==> src/rtl/tx_sched.sv <==
// tx_sched: round-robin frame scheduler feeding the RGMII transmitter.
// Grants one source per frame, tracks txctl and enforces the inter-frame gap.
`timescale 1ns/1ps
module tx_sched #(
    parameter int unsigned NREQ   = 4,
    parameter int unsigned SELW   = 2,
    parameter int unsigned IFG    = 12,
    parameter int unsigned TMO    = 16,
    parameter int unsigned MAXLEN = 1100
) (
    input  logic            clk125,
    input  logic            rst,
    input  logic [NREQ-1:0] req,
    input  logic            txctl,
    output logic            idx,
    output logic [SELW-1:0] sel,
    output logic [NREQ-1:0] gnt,
    output logic [NREQ-1:0] done,
    output logic            err,
    output logic            busy,
    output logic [15:0]     frames
);

    typedef enum logic [2:0] {
        DRAIN,
        GAP,
        IDLE,
        KICK,
        SEND
    } state_t;

    localparam logic [NREQ-1:0] ONE = NREQ'(1);

    state_t          state_q, state_d;
    logic [10:0]     cnt_q, cnt_d, cnt_inc;
    logic [SELW-1:0] ptr_q, ptr_d, pick;
    logic            idx_q, idx_d;
    logic [SELW-1:0] sel_q, sel_d;
    logic [NREQ-1:0] gnt_q, gnt_d;
    logic [NREQ-1:0] done_q, done_d;
    logic            err_q, err_d;
    logic            busy_q, busy_d;
    logic [15:0]     frames_q, frames_d;

    // Descending scan so the nearest index after p wins.
    function automatic logic [SELW-1:0] rr_pick(
        input logic [SELW-1:0] p,
        input logic [NREQ-1:0] r
    );
        logic [SELW-1:0] res;
        int              j;
        res = p;
        for (int k = NREQ; k >= 1; k--) begin
            j = (int'(p) + k) % NREQ;
            if (r[SELW'(j)]) res = SELW'(j);
        end
        return res;
    endfunction

    assign pick    = rr_pick(ptr_q, req);
    assign cnt_inc = (cnt_q == 11'h7FF) ? cnt_q : cnt_q + 11'd1;

    always_comb begin
        state_d  = state_q;
        cnt_d    = cnt_inc;
        ptr_d    = ptr_q;
        idx_d    = idx_q;
        sel_d    = sel_q;
        gnt_d    = gnt_q;
        done_d   = '0;
        err_d    = 1'b0;
        frames_d = frames_q;
        unique case (state_q)
            DRAIN: begin
                if (!txctl) begin
                    state_d = GAP;
                    cnt_d   = '0;
                end
            end
            GAP: begin
                if (txctl) begin
                    cnt_d = '0;
                end else if (cnt_q == 11'(IFG - 1)) begin
                    state_d = IDLE;
                end
            end
            IDLE: begin
                if (|req) begin
                    state_d = KICK;
                    cnt_d   = '0;
                    ptr_d   = pick;
                    sel_d   = pick;
                    gnt_d   = ONE << pick;
                    idx_d   = ~idx_q;
                end
            end
            KICK: begin
                if (txctl) begin
                    state_d = SEND;
                    cnt_d   = '0;
                end else if (cnt_q == 11'(TMO - 1)) begin
                    state_d = GAP;
                    cnt_d   = '0;
                    err_d   = 1'b1;
                    done_d  = ONE << sel_q;
                    gnt_d   = '0;
                end
            end
            SEND: begin
                if (!txctl) begin
                    state_d  = GAP;
                    cnt_d    = '0;
                    done_d   = ONE << sel_q;
                    frames_d = frames_q + 16'd1;
                    gnt_d    = '0;
                end else if (cnt_q == 11'(MAXLEN - 1)) begin
                    // Transmitter still running: wait for the wire to go idle.
                    state_d = DRAIN;
                    err_d   = 1'b1;
                    done_d  = ONE << sel_q;
                    gnt_d   = '0;
                end
            end
            default: state_d = DRAIN;
        endcase
        busy_d = (state_d != IDLE);
    end

    always_ff @(posedge clk125 or posedge rst) begin
        if (rst) begin
            state_q  <= DRAIN;
            cnt_q    <= '0;
            ptr_q    <= SELW'(NREQ - 1);
            idx_q    <= 1'b0;
            sel_q    <= '0;
            gnt_q    <= '0;
            done_q   <= '0;
            err_q    <= 1'b0;
            busy_q   <= 1'b1;
            frames_q <= '0;
        end else begin
            state_q  <= state_d;
            cnt_q    <= cnt_d;
            ptr_q    <= ptr_d;
            idx_q    <= idx_d;
            sel_q    <= sel_d;
            gnt_q    <= gnt_d;
            done_q   <= done_d;
            err_q    <= err_d;
            busy_q   <= busy_d;
            frames_q <= frames_d;
        end
    end

    assign idx    = idx_q;
    assign sel    = sel_q;
    assign gnt    = gnt_q;
    assign done   = done_q;
    assign err    = err_q;
    assign busy   = busy_q;
    assign frames = frames_q;

endmodule

==> config.mk <==
export PLATFORM = sky130hd
export DESIGN_NAME = tx_sched
export DESIGN_NICKNAME = d
export VERILOG_FILES = /design/src/rtl/tx_sched.sv
export SDC_FILE = /design/constraint.sdc
export NUM_CORES = 1
export LEC_CHECK = 0
export CELL_PAD_IN_SITES_DETAIL_PLACEMENT = 1
export CELL_PAD_IN_SITES_GLOBAL_PLACEMENT = 1
export CORE_UTILIZATION = 44
export DETAILED_ROUTE_END_ITERATION = 10
export GPL_TIMING_DRIVEN = 0
export PLACE_DENSITY = 0.93
export SYNTH_ARGS = -nofsm -noshare
export SYNTH_HDL_FRONTEND = slang
export SYNTH_SLANG_ARGS = --single-unit
==> constraint.sdc <==
create_clock -name clk125 -period 4.85 [get_ports clk125]
set_input_delay 0.7275 -clock clk125 [delete_from_list [all_inputs] [get_ports clk125]]
set_output_delay 0.7275 -clock clk125 [all_outputs]
set_load 0.05 [all_outputs]
==> flow_summary_export.csv <==
group,metric,value,unit
yosys,syn_inst,211,
clocking,cts_sinks,45,
pwr,power.total,0.000991,W
sta,clock.fmax,422,MHz
routing,viasPerCell,5.32,
sta,slew_headroom,58.2,%
clocking,post_cts_resized,0,
pwr,pwr-share-seq,45.2,%
clocking,cts_buffer_depth,2,
pwr,ir_worst_vdd,0.215,mV
finish,fillerInstances,517,
global_routing,grt_max_degree,40,
critical_path,critPathArrivalTime,1.64,ns
finish,multi_input_area,983,um^2
finish,design_area,2740,um^2
finish,nets,263,
pwr,combPwrFrac,25.6,%
yosys,syn_avg_cell_area,10.3,um^2
pwr,p_switching,0.000322,W
pwr,p_int,0.000668,W
run,max_cap_violations,0,
sta,period_share,48.9,%
pwr,p_sw_share,32.5,%
critical_path,crit_slowest_cell,"clkdlybuf4s50_1",
floorplanning,dieArea,5220,um^2
global_routing,grt_use_total,21.2,%
sta,period_minus_slack,2.37,ns
clocking,hold_buffers,0,
clocking,post_cts_buffers,0,
yosys,syn-cell-area,2170,um^2
critical_path,cp-end-kind,"primary output",
routing,first_pass_iters,4,
clocking,cts_buffers,5,
placement,place_congestion,0.803,
routing,postRouteAntennaNets,0,
yosys,seq_area_frac_synth,52.0,%
sta,fin_tns_setup,0,ns
worst_hold_path,hold_class,"reg2reg",
placement,io_buffers,35,
status,status,"finished clean",
clocking,worstSkewPairLatency,0.31,ns
global_routing,grt_pass1_vias,1799,
critical_path,critPathKind,"reg2out",
floorplanning,pin_count,36,
critical_path,cp_top_family,"buffers and inverters",
critical_path,critPathMaxStageDelay,0.79,ns
global_routing,antenna_found_initial,0,
yosys,syn_nets,220,
yosys,async_flop_share,100,%
sta,setup_viol,0,
critical_path,cp_num_buf_inv,1,
clocking,cts_tree,"done",
clocking,clk_pin_slew_worst_paths,0.10,ns
routing,wire_per_inst,15.3,um
floorplanning,die_w,72.3,um
floorplanning,die_h,72.3,um
placement,dp_hpwl,3.69,mm
yosys,synth_flop_cell,"dfrtp_1",
floorplanning,start_util,46.0,%
pwr,p_leak,1.20,nW
finish,area_delta_synth_final,26.2,%
sta,drv_slew,0,
sta,holdWs,0.472,ns
clocking,cts_root_buffer,"clkbuf_8",
global_routing,grt_pass1_wl,8.47,mm
finish,diodes,0,
yosys,synth_seq_cells,45,
global_routing,overflow,0,
finish,drive_above_1_share,9.02,%
critical_path,worstPathRequired,4.12,ns
critical_path,cp-start-kind,"register",
clocking,h-tree-depth,2,
yosys,ys_warn_count,0,
routing,drcViolationCount,0,
pwr,powerDensity,361,nW/um^2
sta,worst_pin_slew,0.623,ns
sta,finalHoldViolCount,0,
critical_path,path_cells,"clkdlybuf4s50_1",
placement,placedInstanceArea,2630,um^2
finish,finalCoreUtilization,58.1,%
routing,vias,1714,
finish,ff_latch_area,1130,um^2
critical_path,cp_max_fo,1,
routing,drtIter0Drc,70,
yosys,synth_cell_types,48,
floorplanning,design.core.area,4720,um^2
sta,rsz0062_at_grt,"no",
floorplanning,rows,25,
yosys,synth-edff-count,0,
pwr,clkPwrFrac,29.2,%
routing,routed_wl,4.93,mm
sta,finClkSkew,0.0161,ns
-- synthesized netlist by cell type, drive strengths merged (4+ instances only) --
master	count	area, um^2
nor3	7	40.0
a21oi	8	40.0
nand2	20	75.1
xor2	7	61.3
dfrtp	42	1050
xnor2	16	140
nand2b	7	43.8
a31oi	5	31.3
and3	4	25.0
inv	5	18.8
nor2	25	93.8
nand4	4	31.3
nand3	8	40.0
-- power groups by stage --
stage	Combinational (W)	Sequential [W]	Clock, W
floorplan	0.000110	0.000519	0
global placement	0.000246	0.000453	0
detailed placement	0.000256	0.000455	0
CTS	0.000257	0.000448	0.000294
global route	0.000274	0.000455	0.000307
finish	0.000254	0.000448	0.000289
-- cell type report --
type / instances / share of cell area (%)
flip-flops and latches: 45 / 41.2
multi-input cells: 155 / 35.9
repair buffers: 36 / 13.5
well taps: 67 / 3.06
clock buffers: 5 / 2.51
clock inverters: 3 / 1.69
plain buffers: 6 / 1.51
inverters: 5 / 0.684
-- per-layer routing --
metal  GRT usage, %  vias to the layer above  wire length (um)
met3           3.61                        7               117
met5              0                        -                 0
met1           25.9                      859              2130
li1               -                      821                 -
met2           37.4                       27              2610
met4           8.06                        0                78
-- per-stage QoR --
step                setup WS [ns]  instances
detailed placement           2.27        314
floorplan                    2.96        211
global placement             2.19        313
CTS                          2.47        322
global route                 2.42        322
finish                       2.48        322
-- cells by family (layout without fill, tap and decap cells) --
logic type	count (synthesis)	in the layout	share of synthesized area [%]
simple gates	92	92	22.1
flops	45	45	52.0
compound gates	34	34	10.8
xor+xnor	23	23	9.27
buf+inv	11	55	2.76
mux	4	4	1.90
fa+ha+maj	2	2	1.15
-- flip-flops by register name, summed over array words and instances, names as in the netlist, 2 cells and up --
register  flops
ptr_q         2
cnt_q        11
gnt           4
done          4
frames       16
sel           2
state_q       3
-- placed cells by master, fill, tap and decap left out, types with 2 or more instances in the layout --
| cell | count |
|---|---|
| o21ai_0 | 3 |
| nor4_1 | 2 |
| and4_1 | 2 |
| ha_1 | 2 |
| a31oi_1 | 5 |
| a32o_1 | 2 |
| o21bai_1 | 2 |
| nor2_1 | 25 |
| inv_1 | 4 |
| mux2i_1 | 3 |
| and3b_1 | 2 |
| and2_1 | 3 |
| nand4_1 | 3 |
| xnor2_1 | 16 |
| nand3_1 | 8 |
| nand2_1 | 20 |
| a21o_1 | 3 |
| clkbuf_1 | 3 |
| a22o_1 | 2 |
| nand2b_1 | 7 |
| dfrtp_1 | 42 |
| and3_1 | 4 |
| clkbuf_8 | 5 |
| buf_6 | 2 |
| dfstp_2 | 3 |
| a21oi_1 | 8 |
| xor2_1 | 7 |
| clkdlybuf4s50_1 | 35 |
| nor3_1 | 6 |
-- worst paths after layout --
kind	slack (ns)	depth (start not counted)	from	to
max	2.48	1	busy	busy
min	0.47	1	frames[15]	frames[15]
max reg2reg	2.98	7	cnt_q[0]	cnt_q[6]
min reg2reg	0.47	1	frames[15]	frames[15]
max in group asynchronous	3.73	3	rst	ptr_q[1]
min in group asynchronous	0.63	2	rst	done[1]
No activity file was read; power rests on OpenSTA's default activity.
